===== src/rtl/led_flow_pkg.sv =====
// Shared mode encoding and width helper for the multi-mode LED sequencer.
package led_flow_pkg;

   typedef enum logic [1:0] {
      MODE_ROL  = 2'd0,
      MODE_ROR  = 2'd1,
      MODE_PING = 2'd2,
      MODE_FILL = 2'd3
   } mode_e;

   // Pos must hold 0..N_LED because fill mode counts up to N_LED lit LEDs.
   function automatic int pos_w(input int n_led);
      return $clog2(n_led + 1);
   endfunction

endpackage


===== src/rtl/led_step_timer.sv =====
// Prescaler: emits a one-cycle tick every (BASE_DIV >> Speed) enabled cycles.
module led_step_timer #(
   parameter int unsigned BASE_DIV = 13_500_000,
   parameter int unsigned CNT_W    = 24
) (
   input  logic       Clock,
   input  logic       Reset,
   input  logic       En,
   input  logic [1:0] Speed,
   input  logic       clr,
   output logic       tick
);

   localparam logic [CNT_W-1:0] BASE = CNT_W'(BASE_DIV);

   logic [CNT_W-1:0] cnt_q, cnt_d, limit_m1;

   // >= rather than == so a mid-count speed-up wraps immediately instead of overrunning.
   always_comb begin
      limit_m1 = (BASE >> Speed) - CNT_W'(1);
      cnt_d    = cnt_q;
      tick     = 1'b0;
      if (clr) begin
         cnt_d = '0;
      end else if (En) begin
         if (cnt_q >= limit_m1) begin
            cnt_d = '0;
            tick  = 1'b1;
         end else begin
            cnt_d = cnt_q + CNT_W'(1);
         end
      end
   end

   always_ff @(posedge Clock) begin
      if (Reset) cnt_q <= '0;
      else       cnt_q <= cnt_d;
   end

endmodule


===== src/rtl/led_flow_multi.sv =====
// Multi-mode LED sequencer: rotate-left/right, ping-pong and bar-fill patterns.
module led_flow_multi
   import led_flow_pkg::*;
#(
   parameter int unsigned N_LED    = 6,
   parameter int unsigned BASE_DIV = 13_500_000,
   parameter int unsigned CNT_W    = 24
) (
   input  logic                        Clock,
   input  logic                        Reset,
   input  logic                        En,
   input  logic [1:0]                  Mode,
   input  logic [1:0]                  Speed,
   output logic [N_LED-1:0]            LED,
   output logic                        Step,
   output logic [pos_w(N_LED)-1:0]     Pos
);

   localparam int PW = pos_w(N_LED);
   localparam logic [PW-1:0] LAST = PW'(N_LED - 1);
   localparam logic [PW-1:0] FULL = PW'(N_LED);
   localparam logic [PW-1:0] ONE  = PW'(1);

   mode_e            mode_in, mode_q;
   logic             restart, tick;
   logic [PW-1:0]    pos_q, pos_d, pos_init;
   logic             dir_q, dir_d;
   logic             step_q, step_d;
   logic [N_LED-1:0] led_q, led_d;
   logic [N_LED:0]   fill_mask;

   assign mode_in  = mode_e'(Mode);
   assign restart  = (mode_in != mode_q);
   assign pos_init = (mode_in == MODE_FILL) ? ONE : '0;

   led_step_timer #(
      .BASE_DIV (BASE_DIV),
      .CNT_W    (CNT_W)
   ) u_timer (
      .Clock (Clock),
      .Reset (Reset),
      .En    (En),
      .Speed (Speed),
      .clr   (restart),
      .tick  (tick)
   );

   always_comb begin
      pos_d  = pos_q;
      dir_d  = dir_q;
      step_d = 1'b0;
      if (restart) begin
         pos_d = pos_init;
         dir_d = 1'b1;
      end else if (tick) begin
         step_d = 1'b1;
         unique case (mode_in)
            MODE_ROL:  pos_d = (pos_q >= LAST) ? '0 : pos_q + ONE;
            MODE_ROR:  pos_d = (pos_q == '0) ? LAST : pos_q - ONE;
            MODE_PING: begin
               // Flip on the step that lands on an end so end LEDs show only once.
               if (dir_q) begin
                  pos_d = pos_q + ONE;
                  if (pos_q + ONE >= LAST) dir_d = 1'b0;
               end else begin
                  pos_d = pos_q - ONE;
                  if (pos_q <= ONE) dir_d = 1'b1;
               end
            end
            MODE_FILL: pos_d = (pos_q >= FULL) ? '0 : pos_q + ONE;
            default:   pos_d = pos_q;
         endcase
      end

      // Mask built one bit wider so k = N_LED yields all ones after truncation.
      fill_mask = ((N_LED+1)'(1) << pos_d) - (N_LED+1)'(1);
      if (mode_in == MODE_FILL) led_d = fill_mask[N_LED-1:0];
      else                      led_d = N_LED'(1) << pos_d;
   end

   always_ff @(posedge Clock) begin
      mode_q <= mode_in;
      if (Reset) begin
         pos_q  <= pos_init;
         dir_q  <= 1'b1;
         step_q <= 1'b0;
         led_q  <= N_LED'(1);
      end else begin
         pos_q  <= pos_d;
         dir_q  <= dir_d;
         step_q <= step_d;
         led_q  <= led_d;
      end
   end

   assign LED  = led_q;
   assign Step = step_q;
   assign Pos  = pos_q;

endmodule

===== config.mk =====
export PLATFORM = sky130hd
export DESIGN_NAME = led_flow_multi
export DESIGN_NICKNAME = d
export VERILOG_FILES = /design/src/rtl/led_flow_pkg.sv /design/src/rtl/led_step_timer.sv /design/src/rtl/led_flow_multi.sv
export SDC_FILE = /design/constraint.sdc
export NUM_CORES = 1
export LEC_CHECK = 0
export CORE_UTILIZATION = 55
export CTS_CLUSTER_DIAMETER = 40
export DETAILED_ROUTE_END_ITERATION = 16
export GPL_ROUTABILITY_DRIVEN = 1
export PLACE_DENSITY_LB_ADDON = 0.3
export SYNTH_ARGS = -nofsm -noshare
export SYNTH_HDL_FRONTEND = slang
export SYNTH_SLANG_ARGS = --single-unit

===== constraint.sdc =====
create_clock -name Clock -period 4.8 [get_ports Clock]
set_input_delay 0.72 -clock Clock [delete_from_list [all_inputs] [get_ports Clock]]
set_output_delay 0.72 -clock Clock [all_outputs]
set_load 0.03 [all_outputs]

==> Yosys cells after proc, flatten, opt, wreduce, memory -nomap -nowiden <==
Index checks and enable logic that the tools add are counted.
{ "totals": {"elab_cells": 45, "reg_bits": 37, "inputBits": 7} }
{ "classes": {"addsub": 5, "reduce_logical": 4, "eq_ne": 4, "shifts": 3, "muxes": 18, "n_lt_le_gt_ge": 5} }
{ "ops": {"columns": ["cell", "n"], "rows": [
  ["adder 24 x 1 -> 24 bit (second input constant)", 1],
  ["greater-or-equal comparator 24 bit", 1],
  ["2-to-1 mux 24 bit", 1],
  [">> shifter 24 x 2 -> 24 bit (first input constant)", 1],
  ["subtractor 24 x 1 -> 24 bit (second input constant)", 1],
  ["2-to-1 mux 3 bit", 7],
  ["one-hot mux 3 bit (4 select lines)", 1],
  ["<< shifter 1 x 3 -> 6 bit (first input constant)", 2],
  ["greater-or-equal comparator 3 bit (second input constant)", 3],
  ["2-to-1 mux 1 bit", 8],
  ["2-to-1 mux 6 bit", 1],
  ["subtractor 6 x 2 -> 6 bit (second input constant)", 1],
  ["equality test 2 bit (second input constant)", 2],
  ["adder 3 x 1 -> 3 bit (second input constant)", 1],
  ["<= comparator 3 x 1 -> 1 bit (second input constant)", 1],
  ["logical NOT 3 bit", 1],
  ["subtractor 3 x 1 -> 3 bit (second input constant)", 1],
  ["equality test 2 x 1 -> 1 bit (second input constant)", 1],
  ["logical NOT 2 bit", 1],
  ["inequality test 2 bit", 1],
  ["AND reduction 2 bit", 1],
  ["OR reduction 2 bit", 1]
]} }

==> Depth between registers and ports, before layout <==
Gate-level depths: netlist of run 1.
{ "depth": {"ltp_word": 11, "depth_mapped": 16} }

==> By module <==
Synthesis of run 1 repeated with hierarchy kept, for this count alone.
{ "unflattened": {"cells_unflattened": 301, "area_unflattened_um2": 2623.8} }
{ "modules_own_cells": {"columns": ["mod", "area_each_um2", "seq_area_each_um2", "n_inst", "cells_per_inst"], "rows": [
  ["led_step_timer", 1611.5, 480.5, 1, 184],
  ["led_flow_multi", 1012.2, 260.2, 1, 117]
]} }

==> Worst setup path before layout of run 1 <==
No wires, ideal clock.
{ "synth_timing": {"kind": "in2reg", "from": "input Speed[1]", "to": "register led_q[2], in the netlist LED[2]", "arrival_ps": 3705, "setup_time_ps": 121, "setup_slack_ps": 974, "path_stages": 15, "path_buffers": 0, "cell_sequence": "inv_1 ha_1 inv_1 ha_1 nand4_2 nor4_4 o2111ai_2 a41oi_4 mux2i_2 a21o_1 nand2_1 ha_1 nand2_1 nor2_1 mux2_4"} }
{ "synth_between": {"elab_chain_cells": 11, "elab_cells_between_ends": 12} }
{ "synth_rtl": {"columns": ["element", "line", "source"], "rows": [
  ["start: declaration", "led_flow_multi.sv:13", "input logic [1:0] Speed,"],
  [">> shifter 24 x 2 -> 24 bit (*)", "led_step_timer.sv:20", "limit_m1 = (BASE >> Speed) - CNT_W'(1);"],
  ["subtractor 24 x 1 -> 24 bit (*)", "led_step_timer.sv:20", null],
  ["greater-or-equal comparator 24 bit (*)", "led_step_timer.sv:26", "if (cnt_q >= limit_m1) begin"],
  ["2-to-1 mux 1 bit (*)", "led_step_timer.sv:26", null],
  ["2-to-1 mux 1 bit (*)", "led_step_timer.sv:25", "end else if (En) begin"],
  ["2-to-1 mux 1 bit (*)", "led_step_timer.sv:23", "if (clr) begin"],
  ["2-to-1 mux 3 bit (*)", "led_flow_multi.sv:55", "end else if (tick) begin"],
  ["2-to-1 mux 3 bit (*)", "led_flow_multi.sv:52", "if (restart) begin"],
  ["<< shifter 1 x 3 -> 6 bit", "led_flow_multi.sv:76, led_flow_multi.sv:78", null],
  ["subtractor 6 x 2 -> 6 bit", "led_flow_multi.sv:76", "fill_mask = ((N_LED+1)'(1) << pos_d) - (N_LED+1)'(1);"],
  ["2-to-1 mux 6 bit (*)", "led_flow_multi.sv:77", "if (mode_in == MODE_FILL) led_d = fill_mask[N_LED-1:0];"],
  ["end signal: assignment", "led_flow_multi.sv:92", "led_q <= led_d;"],
  ["end: declaration", "led_flow_multi.sv:29", "logic [N_LED-1:0] led_q, led_d;"]
]} }
Mark *: on every way between the ends. The rest lies on a longest branch, timed or not.
A chain may end at the register's enable or synchronous reset.

==> Final worst setup path of run 1 <==
{ "layout_timing": {"from": "input Speed[0]", "to": "register led_q[2], in the netlist LED[2]"} }
Same word-level chain as after synthesis.

==> summary.md, run 1 <==
| Metric | Value |
|---|---|
| Final Power | 691 uW |
| Slew headroom | 0.501 |
| FF-to-FF Start | Pos[0]$_DFF_P_ |
| Outcome | complete, no violations |
| Hpwl dp | 3850 um |
| # resized after CTS | 0 |
| Drt via density | 5.70 |
| Maximum clock insertion buffer count | 2 |
| Least-Margin Pin Slew | 747 ps |
| Clock sink total | 37 |
| Drt drc | 0 |
| #FFs+latches synth | 37 |
| DR pass1 iterations | 4 |
| Hold-fix buffers, CTS | 0 |
| RePlAce Congestion | 0.965 |
| Hold WC Path Type | flip-flop to flip-flop |
| Grt total ovfl | 0 |
| Setup Viol. Count Final | 0 |
| I/O pin count | 17 |
| Die H | 68.6 um |
| R2R depth | 13 |
| GRT Overall Usage | 0.233 |
| Area of the multi-input gates | 1630 um2 |
| Max stage delay cell, worst path | clkdlybuf4s50_1 |
| Initial DRC count | 158 |
| Placed Area | 2660 um2 |
| Crit path largest cell delay | 530 ps |
| Tcrit/Tclk final | 0.884 |
| Final Instance Area | 2780 um2 |
| FF+latch area | 741 um2 |
| Core area | 4120 um2 |
| Setup crit end kind | flip-flop |
| # fillers | 355 |
| Seq/Total Area, Yosys | 0.304 |
| HP Start | u_timer.cnt_q[23]$_SDFFE_PP0P_ |
| Most common cell after layout, fill and taps aside | nor2_1 |
| Latest clock arrival within the worst-skew pair | 300 ps |
| Routed wire per std cell | 14.0 um |
| Most used DFF post-synth | dfxtp_1 |
| Worst vdd ir | 241 uV |
| Worst Path Arrival | 4430 ps |
| Clk root buf | clkbuf_8 |
| Post-synth EDFFs | 0 |
| Ys async rst share | 0 |
| Crit start category | input port |
| Netlist cell types | 53 |
| Postcts setup bufs | 0 |
| Die area | 4700 um2 |
| Clock Skew | 9.62 ps |
| Post-Syn Instances | 286 |
| Max Freq | 236 MHz |
| Vias | 2034 |
| Final nets | 344 |
| Reg-to-Reg End | LED[2]$_SDFF_PP0_ |
| Syn Std Cell Area | 2440 um2 |
| Leakage dissipation | 1.11 nW |
| Clock-pin slew on the worst setup and hold paths | 70 ps |
| Largest net degree at the start of global routing | 24 |
| Area Overhead vs Synth | 14.0% |
| Number of port buffers | 16 |
| First-pass GRT wire length | 8040 um |
| Cell breakdown of the critical path | clkdlybuf4s50_1 > inv_1 > ha_1 > inv_1 > ha_1 > nand4_1 > nor3_1 > a2111oi_2 > a41oi_4 > a221o_1 > a21boi_2 > nand2_1 > ha_1 > nand2_1 > nor2_1 > mux2_4 |
| Layout cell share with drive strength beyond 1 | 0.0847 |
| CTS buffer count | 5 |
| FP Rows | 23 |
| Hold Crit Depth | 2 |
| Initial antenna violation count | 0 |
| Vias in the first global route | 1808 |
| Antenna diodes | 0 |
| Setup TNS | 0 ps |
| Final hold slack | 514 ps |
| Fin util | 0.675 |
| Final slew viol count | 0 |
| Pwr per Cell Area | 249 nW/um2 |
| Final WL | 5020 um |
| Most used cell, CP | ha_1 |
| Routed Antenna Nets | 0 |
| Worst Path Max Fanout | 7 |
| Tmin final | 4240 ps |
| Syn_nets | 324 |
| Setup CP Type | input port to flip-flop |
| Critical Path RT | 4990 ps |
| Max-Cap Viols | 0 |
| Syn_area_per_cell | 8.52 um2 |
| Most frequent cells in the layout | 44 x nor2_1, 37 x dfxtp_1, 31 x ha_1, 27 x nand2_1, 18 x a21oi_1 |
| Reg2reg setup slack | 1520 ps |
| Starting density of the core | 0.592 |
| Final Hold Vio Count | 0 |
| Die width | 68.6 um |
| Hold-critical path endpoint | u_timer.cnt_q[23]$_SDFFE_PP0P_ |
| TritonCTS clock tree | yes |
| Synth Warn # | 0 |
| Unrepaired setup endpoints after global routing | no |
| # H-tree levels | 2 |
==> final cells by class <==
class,count,area share
timing repair buffer,19,0.0658
inverter,12,0.0162
sequential,37,0.267
clock buffer,6,0.0297
clock inverter,2,0.0135
multi-input combinational,231,0.586
tap,50,0.0225
==> worst max-delay path by stage <==
stage                         from                end
after floorplan           Speed[1]  LED[2]$_SDFF_PP0_
after global routing      Speed[0]  LED[2]$_SDFF_PP0_
after detailed placement  Speed[0]  LED[2]$_SDFF_PP0_
final                     Speed[0]  LED[2]$_SDFF_PP0_
after CTS                 Speed[0]  LED[2]$_SDFF_PP0_
after global placement    Speed[0]  LED[2]$_SDFF_PP0_
==> report_power, final <==
| group | internal (mW) | leakage, nW | switching (mW) |
|---|---|---|---|
| sequential | 0.311 | 0.300 | 0.00376 |
| clock | 0.169 | 0.0574 | 0.114 |
| combinational | 0.0371 | 0.754 | 0.0561 |
| total | 0.517 | 1.11 | 0.174 |
==> flip-flops by register name, summed over array words and instances (netlist names) <==
| signal | flops |
|---|---|
| Step | 1 |
| mode_q | 2 |
| u_timer.cnt_q | 24 |
| dir_q | 1 |
| LED | 6 |
| Pos | 3 |
==> cells by family (layout without fill, tap and decap cells) <==
group           after synthesis  count (layout)  share of synthesized area
xor+xnor                     23              23                     0.0826
other cells                   1               1                    0.00154
simple gates                119             119                      0.241
flops                        37              37                      0.304
compound gates               51              51                      0.154
mux                           6               6                     0.0287
buf+inv                      18              39                     0.0287
fa+ha+maj                    31              31                      0.159
==> critical path, delay by kind of cell <==
family          cells  cell delay, ps
buf+inv             3             700
mux                 1             270
fa+ha+maj           3             860
simple gates        5             540
compound gates      4            1340
==> through the flow <==
stage / std cells / worst slack (ps)
final: 357 / 557
after global routing: 357 / 320
after CTS: 357 / 548
after detailed placement: 349 / 234
after global placement: 349 / 373
after floorplan: 286 / 974
==> cell usage after synthesis (5+ instances only) <==
library cell,instances,area (um2)
ha_1,31,388
o21ai_0,9,45.0
nand4_1,8,50.1
xnor2_1,6,52.6
xor2_1,17,149
inv_1,12,45.0
nor3_1,5,25.0
nand3_1,9,45.0
dfxtp_1,37,741
a21oi_1,18,90.1
nor2_1,44,165
or3_1,5,31.3
nand2_1,27,101
nand2b_1,5,31.3
==> routing by layer <==
| layer | GRT usage | vias to the layer above | share of wire |
|---|---|---|---|
| met3 | 0.0773 | 8 | 0.047 |
| met4 | 0.0885 | 0 | 0.014 |
| met2 | 0.373 | 54 | 0.47 |
| li1 | - | 1049 | - |
| met1 | 0.287 | 923 | 0.47 |
| met5 | 0 | - | 0 |
Power figures use the tool's default switching activity.
==> inputs of run 2 (changes only) <==
--- a/config.mk
+++ b/config.mk
@@ -6,4 +6,5 @@
 export NUM_CORES = 1
 export LEC_CHECK = 0
+export CAP_MARGIN = 20
 export CORE_UTILIZATION = 55
 export CTS_CLUSTER_DIAMETER = 40
==> constraint.sdc (replaced) <==
create_clock -name Clock -period 4.8 [get_ports Clock]
set_input_delay 0.72 -clock Clock [delete_from_list [all_inputs] [get_ports Clock]]
set_output_delay 0.72 -clock Clock [all_outputs]
set_load 0.1 [all_outputs]
==> results of run 2 <==
Same layout as run 1 (identical final DEF). Status: complete, no violations.
Main changes from that run: total power 0.691 mW -> 0.706 mW
==> inputs of run 3 (changes only) <==
CORE_UTILIZATION = 35   (was 55)
CTS_CLUSTER_SIZE = 40   (was unset)
==> run 3 against run 2 <==
  * Clock power down 23%
  * Final cell count rose by 8.4%
  * Flip-flop and latch count stayed put
  * Critical path depth rose by 2
  * Critical endpoint is now LED[4]$_SDFF_PP0_
  * Highest routed layer unchanged
==> summary.md, run 3 (synthesized netlist as in run 1, its figures left out) <==
| Metric | Value |
|---|---|
| CTS buffer count | 5 |
| Placed Area | 2700 um2 |
| Drt via density | 5.19 |
| Worst Path Arrival | 4510 ps |
| Setup CP Type | input port to flip-flop |
| Die width | 85.5 um |
| Max Freq | 233 MHz |
| Postcts setup bufs | 0 |
| Family with the most delay on the worst path | buffers and inverters |
| Clock sink total | 37 |
| Maximum clock insertion buffer count | 2 |
| Vias in the first global route | 1946 |
| Hold WC Path Type | flip-flop to flip-flop |
| I/O pin count | 17 |
| Tmin final | 4290 ps |
| Final setup margin | 513 ps |
| Buf/Inv on CP | 4 |
| Worst vdd ir | 123 uV |
| Final Hold Vio Count | 0 |
| Starting density of the core | 0.361 |
| First-pass GRT wire length | 9230 um |
| Initial antenna violation count | 0 |
| Post-route non-filler standard cell count | 387 |
| Worst Path Max Fanout | 7 |
| Max-Cap Viols | 0 |
| Vias | 2008 |
| Cell count after placement | 379 |
| Hpwl dp | 3960 um |
| Number of port buffers | 16 |
| # resized after CTS | 0 |
| Routed wire per std cell | 13.4 um |
| Final hold slack | 511 ps |
| Crit path largest cell delay | 540 ps |
| Antenna diodes | 0 |
| Final slew viol count | 0 |
| Clock Skew | 9.90 ps |
| Most frequent cells in the layout | 44 x nor2_1, 37 x dfxtp_1, 31 x ha_1, 27 x nand2_1, 18 x a21oi_1 |
| Initial DRC count | 97 |
| Die area | 7300 um2 |
| Setup Viol. Count Final | 0 |
| Fin util | 0.412 |
| TritonCTS clock tree | yes |
| Final Power | 641 uW |
| Cell breakdown of the critical path | clkdlybuf4s50_1 > inv_1 > ha_1 > inv_1 > ha_1 > nand4_1 > nor4_4 > o2111ai_2 > a41oi_4 > mux2i_2 > buf_4 > a21oi_4 > nand2_1 > ha_1 > nand2_1 > nor3_1 > a41oi_1 > o21ai_1 |
| Least-Margin Pin Slew | 990 ps |
| Unrepaired setup endpoints after global routing | no |
| Routed Antenna Nets | 0 |
| Most common cell after layout, fill and taps aside | nor2_1 |
| Final Instance Area | 2780 um2 |
| Critical Path RT | 5020 ps |
| Hold-fix buffers, CTS | 0 |
| Setup TNS | 0 ps |
| DR pass1 iterations | 4 |
| FP Rows | 30 |
| Leakage dissipation | 1.10 nW |
| Layout cell share with drive strength beyond 1 | 0.0847 |
| Core area | 6760 um2 |
| Most used cell, CP | ha_1 |
| Clock-pin slew on the worst setup and hold paths | 80 ps |
| Die H | 85.5 um |
| Largest register FFs | 24 |
| Pwr per Cell Area | 231 nW/um2 |
| Final nets | 344 |
| Final WL | 5210 um |
| Tcrit/Tclk final | 0.893 |
| Outcome | complete, no violations |
| FF+latch area | 741 um2 |
| Drt drc | 0 |
| Area of the multi-input gates | 1630 um2 |
| GRT Overall Usage | 0.160 |
| RePlAce Congestion | 0.856 |
| Setup crit end kind | flip-flop |
| Clk root buf | clkbuf_8 |
| Grt total ovfl | 0 |
| Largest net degree at the start of global routing | 24 |
| # fillers | 673 |
| Crit start category | input port |
| Latest clock arrival within the worst-skew pair | 290 ps |
| Slew headroom | 0.338 |
| Max stage delay cell, worst path | clkdlybuf4s50_1 |
| Top reg by flops | u_timer.cnt_q |
| Area Overhead vs Synth | 14.1% |
| # H-tree levels | 2 |
| Worst slack, placed | 203 ps |
-- run 3: cell types whose count changed in the layout (fill, tap and decap cells not counted), sizes merged --
cell | previous run | this run
clkinv | 0 | 2
bufinv | 1 | 0
clkbuf | 6 | 5
-- run 3: worst register-to-register path: stages, from the launching register on --
cell,delay [ps]
dfxtp_1,510
inv_1,170
ha_1,260
ha_1,310
nor3b_1,50
a211o_1,220
mux2_2,280
a221o_1,410
a21boi_2,210
nand2_1,110
ha_1,210
nand2_1,100
nor2_1,60
mux2_4,270
-- run 3: cell type report --
| type | count | area share |
|---|---|---|
| Sequential cell | 37 | 0.266 |
| Timing Repair Buffer | 19 | 0.0657 |
| Inverter | 12 | 0.0162 |
| Multi-Input combinational cell | 231 | 0.585 |
| Clock inverter | 3 | 0.00630 |
| Clock buffer | 5 | 0.0247 |
| Tap cell | 80 | 0.0360 |
-- run 3: power by group --
part           total (mW)  switching, mW  leakage, nW  internal (mW)
clock network       0.217          0.117       0.0439          0.100
registers           0.315        0.00362        0.300          0.311
logic               0.109         0.0723        0.754         0.0371
-- run 3: path summary, 6_finish.rpt --
| path | startpoint | end | slack (ps) | depth (start not counted) |
|---|---|---|---|---|
| worst max-delay path | Speed[0] | LED[4]$_SDFF_PP0_ | 510 | 18 |
| worst min register to register | u_timer.cnt_q[1]$_SDFFE_PP0P_ | u_timer.cnt_q[1]$_SDFFE_PP0P_ | 510 | 2 |
| worst max register to register | Pos[0]$_DFF_P_ | LED[2]$_SDFF_PP0_ | 1550 | 13 |
| worst min-delay path | u_timer.cnt_q[1]$_SDFFE_PP0P_ | u_timer.cnt_q[1]$_SDFFE_PP0P_ | 510 | 2 |
-- run 3: per-layer routing --
metal / GRT usage / up-vias / wire, um / part of all wire
met4: 0.0591 / 0 / 81 / 0.016
met5: 0 / - / 0 / 0
met2: 0.261 / 34 / 2400 / 0.46
li1: - / 1045 / - / -
met1: 0.209 / 922 / 2550 / 0.49
met3: 0.0311 / 7 / 175 / 0.034
